[src/rtl/pipelined_prefix_adder_if.sv]
// Operand/result handshake bundle for the pipelined prefix adder.
// The master side supplies operands and takes results, the slave side is the adder.
`timescale 1ns/1ps
interface pipelined_prefix_adder_if #(
    parameter int WIDTH = 16
);
    logic             in_valid;
    logic             in_ready;
    logic [WIDTH-1:0] in_a;
    logic [WIDTH-1:0] in_b;
    logic             in_cin;
    logic             in_sub;
    logic             out_valid;
    logic             out_ready;
    logic [WIDTH-1:0] out_sum;
    logic             out_cout;
    logic             out_ovf;

    modport master (
        output in_valid, in_a, in_b, in_cin, in_sub, out_ready,
        input  in_ready, out_valid, out_sum, out_cout, out_ovf
    );

    modport slave (
        input  in_valid, in_a, in_b, in_cin, in_sub, out_ready,
        output in_ready, out_valid, out_sum, out_cout, out_ovf
    );
endinterface

[src/rtl/pipelined_prefix_adder.sv]
// Kogge-Stone adder/subtractor with one register rank per prefix level.
// Rank 0 holds bit generate/propagate, ranks 1..LEVELS hold the prefix levels,
// and a final rank holds sum/cout/ovf. A single global stall freezes every rank.
`timescale 1ns/1ps
module pipelined_prefix_adder #(
    parameter int WIDTH = 16
) (
    input logic                     clk,
    input logic                     rst,
    pipelined_prefix_adder_if.slave bus
);
    localparam int LEVELS = $clog2(WIDTH);

    logic                          stall;
    logic [WIDTH-1:0]              b_eff;
    logic                          cin_eff;

    // Index 0 is the operand stage; index k+1 is the output of prefix level k.
    logic [LEVELS:0][WIDTH-1:0]    g_d;
    logic [LEVELS:0][WIDTH-1:0]    pg_d;
    logic [LEVELS:0][WIDTH-1:0]    g_q;
    logic [LEVELS:0][WIDTH-1:0]    pg_q;
    logic [LEVELS:0][WIDTH-1:0]    p_q;
    logic [LEVELS:0]               cin_q;
    logic [LEVELS:0]               v_q;

    logic [WIDTH-1:0]              carry;
    logic [WIDTH-1:0]              sum_d;
    logic                          cout_d;
    logic                          ovf_d;
    logic [WIDTH-1:0]              sum_q;
    logic                          cout_q;
    logic                          ovf_q;
    logic                          out_valid_q;

    // Group propagate of a node whose span already reaches the carry-in is
    // never consumed again; it is kept only so every level looks alike.
    logic                          unused_pg;
    assign unused_pg = ^pg_q;

    assign stall        = out_valid_q & ~bus.out_ready;
    assign bus.in_ready = ~stall & ~rst;

    assign b_eff   = bus.in_sub ? ~bus.in_b : bus.in_b;
    assign cin_eff = bus.in_cin ^ bus.in_sub;

    // Carry-in enters as the generate of a virtual bit -1 merged into bit 0.
    assign pg_d[0] = bus.in_a ^ b_eff;
    assign g_d[0]  = (bus.in_a & b_eff) | {{(WIDTH-1){1'b0}}, pg_d[0][0] & cin_eff};

    // Prefix level k merges node i with node i-2^k; lower nodes are already
    // complete carries and pass straight through.
    for (genvar k = 0; k < LEVELS; k++) begin : g_level
        for (genvar i = 0; i < WIDTH; i++) begin : g_node
            if (i >= (1 << k)) begin : g_merge
                assign g_d[k+1][i]  = g_q[k][i] | (pg_q[k][i] & g_q[k][i-(1<<k)]);
                assign pg_d[k+1][i] = pg_q[k][i] & pg_q[k][i-(1<<k)];
            end else begin : g_pass
                assign g_d[k+1][i]  = g_q[k][i];
                assign pg_d[k+1][i] = pg_q[k][i];
            end
        end
    end

    // After the last level every node is the carry out of its bit.
    assign carry  = g_q[LEVELS];
    assign sum_d  = p_q[LEVELS] ^ {carry[WIDTH-2:0], cin_q[LEVELS]};
    assign cout_d = carry[WIDTH-1];
    assign ovf_d  = carry[WIDTH-1] ^ carry[WIDTH-2];

    // Valid bits: cleared by reset, shift one rank per unstalled cycle.
    always_ff @(posedge clk) begin
        // NOTE: sequential state uses non-blocking assignments so every rank
        // samples the pre-edge value of the rank before it.
        if (rst) begin
            v_q         <= '0;
            out_valid_q <= 1'b0;
        end else if (!stall) begin
            v_q         <= {v_q[LEVELS-1:0], bus.in_valid};
            out_valid_q <= v_q[LEVELS];
        end
    end

    // Prefix datapath ranks: advance with the valids, hold on stall.
    always_ff @(posedge clk) begin
        // NOTE: these ranks are qualified by their valid bits, so they carry no
        // reset; clearing them would only add reset fan-out.
        if (!stall) begin
            g_q   <= g_d;
            pg_q  <= pg_d;
            p_q   <= {p_q[LEVELS-1:0], pg_d[0]};
            cin_q <= {cin_q[LEVELS-1:0], cin_eff};
        end
    end

    // Result rank: visible outputs, cleared by reset, frozen while stalled.
    always_ff @(posedge clk) begin
        if (rst) begin
            sum_q  <= '0;
            cout_q <= 1'b0;
            ovf_q  <= 1'b0;
        end else if (!stall) begin
            sum_q  <= sum_d;
            cout_q <= cout_d;
            ovf_q  <= ovf_d;
        end
    end

    assign bus.out_valid = out_valid_q;
    assign bus.out_sum   = sum_q;
    assign bus.out_cout  = cout_q;
    assign bus.out_ovf   = ovf_q;
endmodule

[src/flat_wrapper.sv]
// flat-port wrapper written by rule: the top's interface ports become plain ports
module pipelined_prefix_adder_flat 
#(
    parameter int WIDTH = 16
)
  (clk, rst, bus_in_valid, bus_in_a, bus_in_b, bus_in_cin, bus_in_sub, bus_out_ready, bus_in_ready, bus_out_valid, bus_out_sum, bus_out_cout, bus_out_ovf);
  pipelined_prefix_adder_if #(.WIDTH(WIDTH)) bus_i ();
  input logic clk;
  input logic rst;
  input wire logic [$bits(bus_i.in_valid)-1:0] bus_in_valid;
  input wire logic [$bits(bus_i.in_a)-1:0] bus_in_a;
  input wire logic [$bits(bus_i.in_b)-1:0] bus_in_b;
  input wire logic [$bits(bus_i.in_cin)-1:0] bus_in_cin;
  input wire logic [$bits(bus_i.in_sub)-1:0] bus_in_sub;
  input wire logic [$bits(bus_i.out_ready)-1:0] bus_out_ready;
  output wire logic [$bits(bus_i.in_ready)-1:0] bus_in_ready;
  output wire logic [$bits(bus_i.out_valid)-1:0] bus_out_valid;
  output wire logic [$bits(bus_i.out_sum)-1:0] bus_out_sum;
  output wire logic [$bits(bus_i.out_cout)-1:0] bus_out_cout;
  output wire logic [$bits(bus_i.out_ovf)-1:0] bus_out_ovf;
  assign bus_i.in_valid = bus_in_valid;
  assign bus_i.in_a = bus_in_a;
  assign bus_i.in_b = bus_in_b;
  assign bus_i.in_cin = bus_in_cin;
  assign bus_i.in_sub = bus_in_sub;
  assign bus_i.out_ready = bus_out_ready;
  assign bus_in_ready = bus_i.in_ready;
  assign bus_out_valid = bus_i.out_valid;
  assign bus_out_sum = bus_i.out_sum;
  assign bus_out_cout = bus_i.out_cout;
  assign bus_out_ovf = bus_i.out_ovf;
  pipelined_prefix_adder #(.WIDTH(WIDTH)) u_core (.clk(clk), .rst(rst), .bus(bus_i));
endmodule
[config.mk]
export PLATFORM = sky130hd
export DESIGN_NAME = pipelined_prefix_adder_flat
export DESIGN_NICKNAME = d
export VERILOG_FILES = /design/src/rtl/pipelined_prefix_adder_if.sv /design/src/rtl/pipelined_prefix_adder.sv /design/src/flat_wrapper.sv
export SDC_FILE = /design/constraint.sdc
export NUM_CORES = 1
export LEC_CHECK = 0
export CELL_PAD_IN_SITES_DETAIL_PLACEMENT = 2
export CELL_PAD_IN_SITES_GLOBAL_PLACEMENT = 2
export CORE_ASPECT_RATIO = 1.5
export CORE_UTILIZATION = 50
export CTS_BUF_LIST = sky130_fd_sc_hd__clkbuf_4
export CTS_CLUSTER_DIAMETER = 60
export DETAILED_ROUTE_END_ITERATION = 8
export PLACE_DENSITY_LB_ADDON = 0.1
export SLEW_MARGIN = 25
export SYNTH_ARGS = -nofsm -noshare
export SYNTH_HDL_FRONTEND = slang
export SYNTH_SLANG_ARGS = --single-unit
[constraint.sdc]
create_clock -name clk -period 3.02 [get_ports clk]
set_input_delay 0.604 -clock clk [delete_from_list [all_inputs] [get_ports clk]]
set_output_delay 0.604 -clock clk [all_outputs]
set_load 0.02 [all_outputs]
==> results.tsv, run 1 <==
metric	value	unit
pwr-share-comb	8.7	%
postSynthCellCount	424	
syn-cell-area	8030	um^2
die_h	157	um
ioPinCount	58	
p_sw	1910	uW
finClkSkew	24.4	ps
rrSetupSlack	1370	ps
worstSkewPairLatency	640	ps
grt_pass1_vias	4801	
cts_made_buffers	51	
dp_hpwl	12200	um
drt_wl_total	21000	um
port_buffers	57	
synth_top_area_cell	edfxtp_1	
synthTopCellsByArea	edfxtp_1, dfxtp_1, a21o_1	
swShare	26.2	%
period_needed	2600	ps
die_x	105	um
rsz0062_at_grt	no	
critPathMaxFanout	9	
cp_top_family	buffers and inverters	
irDropWorstVdd	0.486	mV
cp-start-kind	input pin	
placed_cell_area	8870	um^2
gp_congestion	0.784	
slew_headroom	66.1	%
final_common_cell	edfxtp_1	
core	15700	um^2
hp-class	reg -> reg	
grt_usage	26.7	%
clk_pin_slew_worst_paths	90	ps
synthToLayoutAreaGrowth	18.6	%
worst_pin_slew	508	ps
seq_power_share	58.0	%
clock_power_share	33.3	%
layout_worst_path_cycle_share	86.0	%
synth_area_per_cell	18.9	um^2
maxCapViolCount	0	
post_cts_resized	0	
grt_overflow_total	0	
dp_cells	683	
layout.nets	587	
status	complete, no violations	
cp_slowest_cell	clkdlybuf4s50_1	
tns	0	ps
yosysSeqAreaShare	80.4	%
final_cells	778	
syn-num-nets	478	
max_clock_freq	0.385	GHz
p_leak	0.00391	uW
final_cell_area	9520	um^2
setup_viol	0	
drc	0	
antenna_found_initial	1	
total_power	7300	uW
final_cell_mix	edfxtp_1, clkbuf_4, clkdlybuf4s50_1	
num_vias	4126	
yosysWarnings	0	
pre_cts_ws	432	ps
cp_num_buf_inv	2	
cts-root-buf	clkbuf_4	
initial_core_util	51.1	%
crit_top_cell	clkdlybuf4s50_1	
grt_first_pass_wirelength	31100	um
dieArea	16600	um^2
critPathKind	in -> out	
rows	56	
drt-pass1-iter-count	4	
drive_gt1_share	19.2	%
clock-sinks	223	
cp.required	2420	ps
wl_per_cell	27.0	um
ys_types	17	
cts_buffer_depth	3	
drt-vias-per-instance	5.30	
power-per-cell-area	767	nW/um^2
cp.arrival	1990	ps
synth_seq_cells	223	
slowest_delay	540	ps
finalWorstSetupSlack	422	ps
hold_viol	0	
drt_iter0_markers	199	
grt_max_degree	67	
antenna_left	0	
path_cells	clkdlybuf4s50_1 -> nor2b_4 -> nor2_1 -> clkdlybuf4s50_1	
cts_hold_buf	0	
h-tree-depth	2	
cts_tree	yes	
p_int	5390	uW
cts_setup_buffers	0	
endpoint_kind	output pin	
slew_viol_final	0	
yosysTopAreaCellShare	74.5	%
flip-flops by register name, indices dropped and copies added (netlist names):
| name | cells |
|---|---|
| u_core.p_q | 64 |
| u_core.g_q | 49 |
| u_core.pg_q | 49 |
| u_core.bus.out_sum | 16 |
| u_core.carry | 16 |
| u_core.g_d | 15 |
| u_core.cin_q | 5 |
| u_core.v_q | 5 |
| u_core.bus.out_cout | 1 |
| u_core.bus.out_ovf | 1 |
| u_core.bus.out_valid | 1 |
| u_core.pg_d | 1 |
power by group through the flow:
stage                     clock (uW)  combinational [uW]  sequential [uW]
after floorplan                    0                 286             4160
final                           2440                 635             4230
after global routing            2630                 670             4270
after detailed placement           0                 610             4270
after global placement             0                 539             4180
after CTS                       2510                 646             4240
synthesized netlist by cell type (all sizes together):
library cell  number
a211oi            17
a21o              50
a21oi              6
and2              34
buf               10
dfxtp             24
edfxtp           199
ha                16
inv                1
nand2             12
nor2              20
nor2b              1
xnor2             17
xor2              17
final cells by class:
cell class,instances,area (um^2)
well taps,203,254
clock inverters,25,126
repair buffers,66,676
fillers,1283,6170
inverters,1,11.3
diodes,1,2.50
flip-flops and latches,223,6460
multi-input cells,190,1480
clock buffers,69,518
per-stage QoR:
| step | util, % | hold slack, ps |
|---|---|---|
| 6_report | 60.7 | 415 |
| 5_1_grt | 60.7 | 417 |
| 4_1_cts | 60.7 | 405 |
| 3_5_place_dp | 56.5 | 412 |
| 3_3_place_gp | 56.5 | 402 |
| 2_1_floorplan | - | 400 |
kinds of logic after synthesis:
family,count (synthesis),share of synthesized area [%]
AO/OA/AOI/OAI,73,7.70
XOR/XNOR,34,3.71
flip-flops,223,80.4
buffers and inverters,11,1.15
AND/OR/NAND/NOR,67,4.50
adder cells (fa/ha/maj),16,2.49
routing by layer:
| metal | global-route usage [%] | vias up | wire length, um |
|---|---|---|---|
| met3 | 4.47 | 35 | 795 |
| met5 | 0 | - | 0 |
| met2 | 49.0 | 125 | 11400 |
| li1 | - | 1847 | - |
| met1 | 31.3 | 2119 | 8380 |
| met4 | 9.66 | 0 | 440 |
final timing paths:
check | start | to | cells past startpoint
worst max-delay path | bus_out_ready | bus_in_ready | 4
worst min-delay path | u_core.p_q[45] | u_core.p_q[61] | 0
worst max register to register | u_core.bus.out_valid | u_core.v_q[2] | 5
worst min register to register | u_core.p_q[45] | u_core.p_q[61] | 0
Power figures use the tool's default switching activity.
==> run 2: changes to the inputs <==
CAP_MARGIN = 0   (was not set)
==> results of run 2 <==
Same layout as run 1: the final DEF is identical, and so are final timing and power.
